===== src/rtl/progmem_arbiter.sv =====
// rtl/progmem_arbiter.sv - round-robin arbiter sharing one byte-wide program memory port
//
// Purpose: serves two requesters from a single-port, one-cycle-latency byte memory.
//   Instruction fetch reads 3 bytes at if_addr.
//   Constant pool reads 4 bytes at cp_index*4.
//   Bytes are assembled big-endian. Each result is returned with a one-cycle valid pulse.
//
// Ports:
//   clk, rst            clock; synchronous active-high reset
//   if_req, if_addr     fetch request and base address
//   if_valid, if_data   fetch completion pulse and {opcode, arg1, arg2}
//   cp_req, cp_index    constant-pool request and constant index
//   cp_valid, cp_data   constant completion pulse and 32-bit constant
//   mem_addr, mem_rdata memory byte address out; read data back one cycle later
//   busy                high whenever a transaction is in progress

module progmem_arbiter #(
    parameter int SIZE   = 65536,
    parameter int PC_LEN = $clog2(SIZE)
) (
    input  logic              clk,
    input  logic              rst,
    input  logic              if_req,
    input  logic [PC_LEN-1:0] if_addr,
    output logic              if_valid,
    output logic [23:0]       if_data,
    input  logic              cp_req,
    input  logic [7:0]        cp_index,
    output logic              cp_valid,
    output logic [31:0]       cp_data,
    output logic [PC_LEN-1:0] mem_addr,
    input  logic [7:0]        mem_rdata,
    output logic              busy
);

    typedef enum logic [1:0] {IDLE, READ, DONE} state_t;

    localparam logic [PC_LEN:0] SIZE_W = (PC_LEN + 1)'(SIZE);

    state_t            state;
    state_t            state_next;

    logic              gnt_cp;     // current transaction belongs to the constant pool
    logic              last_cp;    // last grant went to the constant pool
    logic [PC_LEN-1:0] base;
    logic [1:0]        last_idx;   // N-1 for the current transaction
    logic [1:0]        issue_cnt;
    logic [1:0]        cap_cnt;
    logic              pend;       // an issued address has data arriving this cycle
    logic [23:0]       asm_reg;    // bytes captured so far, newest in the low byte
    logic [23:0]       if_data_r;
    logic [31:0]       cp_data_r;

    logic              grant;
    logic              grant_cp;
    logic              capture;
    logic              last_cap;
    logic [PC_LEN-1:0] cp_base;
    logic [PC_LEN:0]   addr_sum;
    logic [PC_LEN:0]   addr_wrap;

    // Tie goes to whoever was not granted last; a lone request always wins.
    assign grant    = (state == IDLE) && (if_req || cp_req);
    assign grant_cp = cp_req && (!if_req || !last_cp);

    // Data for address issued in READ cycle j arrives in cycle j+1, so
    // capturing starts one cycle after entering READ.
    assign capture  = (state == READ) && pend;
    assign last_cap = capture && (cap_cnt == last_idx);

    assign cp_base  = PC_LEN'(((32'(cp_index)) << 2) % 32'(SIZE));

    // base < SIZE and issue_cnt <= 3, so a single conditional subtract wraps.
    assign addr_sum  = {1'b0, base} + (PC_LEN + 1)'(issue_cnt);
    assign addr_wrap = (addr_sum >= SIZE_W) ? (addr_sum - SIZE_W) : addr_sum;

    assign mem_addr = (state == READ) ? addr_wrap[PC_LEN-1:0] : '0;
    assign busy     = (state != IDLE);
    // Reset in the DONE cycle suppresses the pulse that would otherwise escape.
    assign if_valid = (state == DONE) && !gnt_cp && !rst;
    assign cp_valid = (state == DONE) &&  gnt_cp && !rst;
    assign if_data  = if_data_r;
    assign cp_data  = cp_data_r;

    always_comb begin
        state_next = state;
        case (state)
            IDLE:    if (grant) state_next = READ;
            READ:    if (last_cap) state_next = DONE;
            DONE:    state_next = IDLE;
            default: state_next = IDLE;
        endcase
    end

    always_ff @(posedge clk) begin
        if (rst) begin
            state     <= IDLE;
            gnt_cp    <= 1'b0;
            last_cp   <= 1'b1;
            base      <= '0;
            last_idx  <= 2'd0;
            issue_cnt <= 2'd0;
            cap_cnt   <= 2'd0;
            pend      <= 1'b0;
            asm_reg   <= 24'd0;
            if_data_r <= 24'd0;
            cp_data_r <= 32'd0;
        end else begin
            state <= state_next;
            if (grant) begin
                gnt_cp    <= grant_cp;
                last_cp   <= grant_cp;
                base      <= grant_cp ? cp_base : if_addr;
                last_idx  <= grant_cp ? 2'd3 : 2'd2;
                issue_cnt <= 2'd0;
                cap_cnt   <= 2'd0;
                pend      <= 1'b0;
                asm_reg   <= 24'd0;
            end else if (state == READ) begin
                pend <= 1'b1;
                if (issue_cnt != last_idx) begin
                    issue_cnt <= issue_cnt + 2'd1;
                end
                if (capture) begin
                    asm_reg <= {asm_reg[15:0], mem_rdata};
                    cap_cnt <= cap_cnt + 2'd1;
                end
                if (last_cap) begin
                    if (gnt_cp) begin
                        cp_data_r <= {asm_reg, mem_rdata};
                    end else begin
                        if_data_r <= {asm_reg[15:0], mem_rdata};
                    end
                end
            end
        end
    end

endmodule

===== config.mk =====
export PLATFORM = sky130hd
export DESIGN_NAME = progmem_arbiter
export DESIGN_NICKNAME = d
export VERILOG_FILES = /design/src/rtl/progmem_arbiter.sv
export SDC_FILE = /design/constraint.sdc
export NUM_CORES = 1
export LEC_CHECK = 0
export CAP_MARGIN = 10
export CORE_MARGIN = 4
export CORE_UTILIZATION = 45
export CTS_BUF_LIST = sky130_fd_sc_hd__clkbuf_4 sky130_fd_sc_hd__clkbuf_8
export DETAILED_ROUTE_END_ITERATION = 7
export PLACE_DENSITY_LB_ADDON = 0.3
export SLEW_MARGIN = 10
export SYNTH_ARGS = -nofsm -noshare
export SYNTH_HDL_FRONTEND = slang
export SYNTH_SLANG_ARGS = --single-unit

===== constraint.sdc =====
create_clock -name clk -period 2.4 [get_ports clk]
set_input_delay 0.24 -clock clk [delete_from_list [all_inputs] [get_ports clk]]
set_output_delay 0.24 -clock clk [all_outputs]
set_load 0.005 [all_outputs]

==> results.json <==
{
  "met2WireLength_um": 4816,
  "cap_violations": 0,
  "synth_edf_count": 0,
  "start_util": 0.4627,
  "grt-ovfl-total": 0,
  "grt_max_degree": 101,
  "critical_path.endpoint_type": "primary output",
  "powerDensity_nw_per_um2": 561.2,
  "hold_viol": 0,
  "numPortBuffers": 110,
  "min_period_ns": 2.339,
  "dr_wl_met3_um": 676,
  "die_h_um": 108.3,
  "cts_sinks": 106,
  "power_mw": 3.369,
  "cts_buffers": 9,
  "avgSynthCellArea_um2": 9.212,
  "cts_tree": "yes",
  "cts_buffer_depth": 2,
  "grt_pass1_wl_um": 16980,
  "antenna_found_initial": 0,
  "syn_nets": 530,
  "hp-start": "rst",
  "ant_nets": 0,
  "synth-seq-cells": 106,
  "rows": 36,
  "critPathKind": "reg2out",
  "dp_slack_ns": 0.07363,
  "vias": 3686,
  "die_x_um": 108.3,
  "r2r_cells": 4,
  "crit_path_cell_trace": "and4_4, nand3_2, or4_1, o21ai_0, dlygate4sd2_1",
  "dp_hpwl_um": 7285,
  "p_leak_nw": 2.302,
  "drt_iter0_markers": 149,
  "area_growth_pct": 32.72,
  "syn_area_um2": 4523,
  "yosysSeqAreaShare": 0.4692,
  "clkLatencyLatePin_ns": 0.36,
  "cts_htree_levels": 3,
  "nFillCells": 880,
  "num_io_pins": 111,
  "met1Wirelength_um": 4693,
  "r2r-start": "state[1]$_SDFFE_PP0P_",
  "avgRoutedWirePerCell_um": 14.02,
  "min_path_cells": 2,
  "hold_end": "last_cp$_SDFFE_PP1P_",
  "place_congestion": 0.8580,
  "dpl.cell_count": 715,
  "slew_violations": 0,
  "crit_path_top_delay_cell": "or4_1",
  "critical_path.top_delay_family": "simple AND/OR/NAND/NOR gates",
  "avgViaCountPerCell": 5.022,
  "max_slew_margin": 0.3328,
  "peakVddDrop_mv": 0.2648,
  "setup_violations": 0,
  "antennaDiodeCount": 0,
  "tns_ns": 0,
  "crit_fanout": 6,
  "fmax_mhz": 427.5,
  "synth_flop_cell": "dfxtp_1",
  "ys_async_sr_fraction": 0,
  "placed_area_um2": 5722,
  "netlist_instances": 491,
  "cpPeakStageDelay_ns": 0.49,
  "dr.pass1.iters": 4,
  "cts_root_buf": "clkbuf_8",
  "hold_path.class": "in2reg",
  "drive_gt1_frac": 0.08486,
  "outcome": "finished, final reports clean",
  "worstMarginPinSlew_ns": 0.9932,
  "fin_hold_ws_ns": 0.1670,
  "rrSetupSlack_ns": 0.49,
  "dieArea_um2": 11720,
  "grt_usage": 0.1819,
  "largest_reg_flops": 32,
  "ctsHoldBuffers": 0,
  "clock_skew_ns": 0.01045,
  "top_layer": "met4",
  "cp_num_buf_inv": 1,
  "fin_area_um2": 6003,
  "fin_cells": 734,
  "core-area_um2": 9774,
  "utilization": 0.6142,
  "wl_um": 10290,
  "drc": 0,
  "finalNetCount": 636,
  "yosys_warnings": 0,
  "rr_endpoint": "base[13]$_SDFFE_PP0P_",
  "finalCritPeriodShare": 0.9746,
  "ys_types": 39,
  "finalWorstSetupSlack_ns": 0.06093,
  "startpoint_type": "flop",
  "grt_pass1_vias": 3583,
  "worstPathRequired_ns": 2.16,
  "crit_arrival_ns": 2.10,
  "clk_pin_slew_ns": 0.10
}
-- worst register-to-register path, cell delays in order (launching register included) --
cell and delay (ns):
dfxtp_1 0.36, nor2_1 0.32, nand2_1 0.12, nor3_1 0.81, a22o_1 0.25
-- cells in the mapped netlist, types with 2 or more instances --
library cell  instances  area share
nor3_1                2      0.0022
and2_1                2      0.0028
clkbuf_1             19       0.016
or3_1                 4      0.0055
a21oi_1              30       0.033
a22o_1                8       0.015
xor2_1                8       0.015
dfxtp_1             106        0.47
buf_2                 6      0.0066
buf_4                 3      0.0050
nand2_1              59       0.049
nand2b_1             66       0.091
nor2_1               54       0.045
inv_1                 2      0.0017
nand4_1               6      0.0083
and4_1                2      0.0039
o21ai_0               6      0.0066
nand3_1               5      0.0055
buf_6                 3      0.0075
nor2b_1               3      0.0041
a211oi_1             10       0.017
ha_1                  2      0.0055
mux2i_1              65        0.14
xnor2_1               4      0.0077
or4_1                 2      0.0033
-- power by group --
part           leakage [nW]  internal (mW)  switching [mW]
registers             0.860           1.79          0.0445
logic                  1.33          0.166           0.161
clock network         0.108          0.605           0.597
total                  2.30           2.57           0.803
-- layout make-up --
type | instances | area [µm²] | share of cell area
clock buffer | 10 | 131.4 | 0.02188
clock inverter | 5 | 87.58 | 0.01459
inverter | 2 | 7.507 | 0.001251
multi-input combinational | 351 | 2271 | 0.3783
sequential | 106 | 2130 | 0.3547
tap | 133 | 166.4 | 0.02772
timing repair buffer | 127 | 1210 | 0.2015
-- placed cells by master (no fill, tap or decap), types with 2 or more instances in the layout --
master and count:
a211oi_1 10, buf_4 17, nor2_1 54, and2_1 2, a21oi_1 29, xor2_1 8
inv_1 2, o21ai_0 6, nand2b_1 66, nand3_1 3, nor3_1 2, a22o_1 8
or3_1 3, clkbuf_8 9, nand2_1 59, nand4_1 6, dlygate4sd2_1 9, clkdlybuf4s50_1 95
dlymetal6s2s_1 3, mux2i_1 65, dfxtp_1 102, nand3_2 2, buf_2 2, bufinv_16 2
nor2b_1 3, dfxtp_2 3, xnor2_1 4
-- layer usage --
layer,global-route usage,up-vias
li1,-,1851
met1,0.2351,1731
met2,0.2953,95
met3,0.05075,9
met4,0.05771,0
met5,0,-
-- cells by family (layout without fill, tap and decap cells) --
logic type	Yosys count	in the layout	synth area share
and+or+nand+nor	211	211	0.2340
DFF	106	106	0.4692
muxes	65	65	0.1438
AOI/OAI and AO/OA	60	60	0.08244
buffers and inverters	34	144	0.03734
xor gates and xnor gates	12	12	0.02324
adders and majority gates	3	3	0.009958
-- worst max-delay path by stage --
stage	start	endpoint	slack, ns	cells after the start
floorplan	issue_cnt[0]$_SDFFE_PP0P_	mem_addr[10]	0.65	5
global placement	issue_cnt[0]$_SDFFE_PP0P_	mem_addr[10]	0.15	6
detailed placement	issue_cnt[0]$_SDFFE_PP0P_	mem_addr[10]	0.07	6
CTS	issue_cnt[1]$_SDFFE_PP0P_	mem_addr[9]	0.01	7
global route	issue_cnt[1]$_SDFFE_PP0P_	mem_addr[5]	-0.03	8
finish	base[3]$_SDFFE_PP0P_	mem_addr[10]	0.06	5
-- repair_timing --
action	CTS	global route
buffers inserted	3	1
resized for setup	24	11
pin swaps	1	2
cloned	0	0
endpoints found under the setup margin	12	7
No activity file was read; power rests on OpenSTA's default activity.
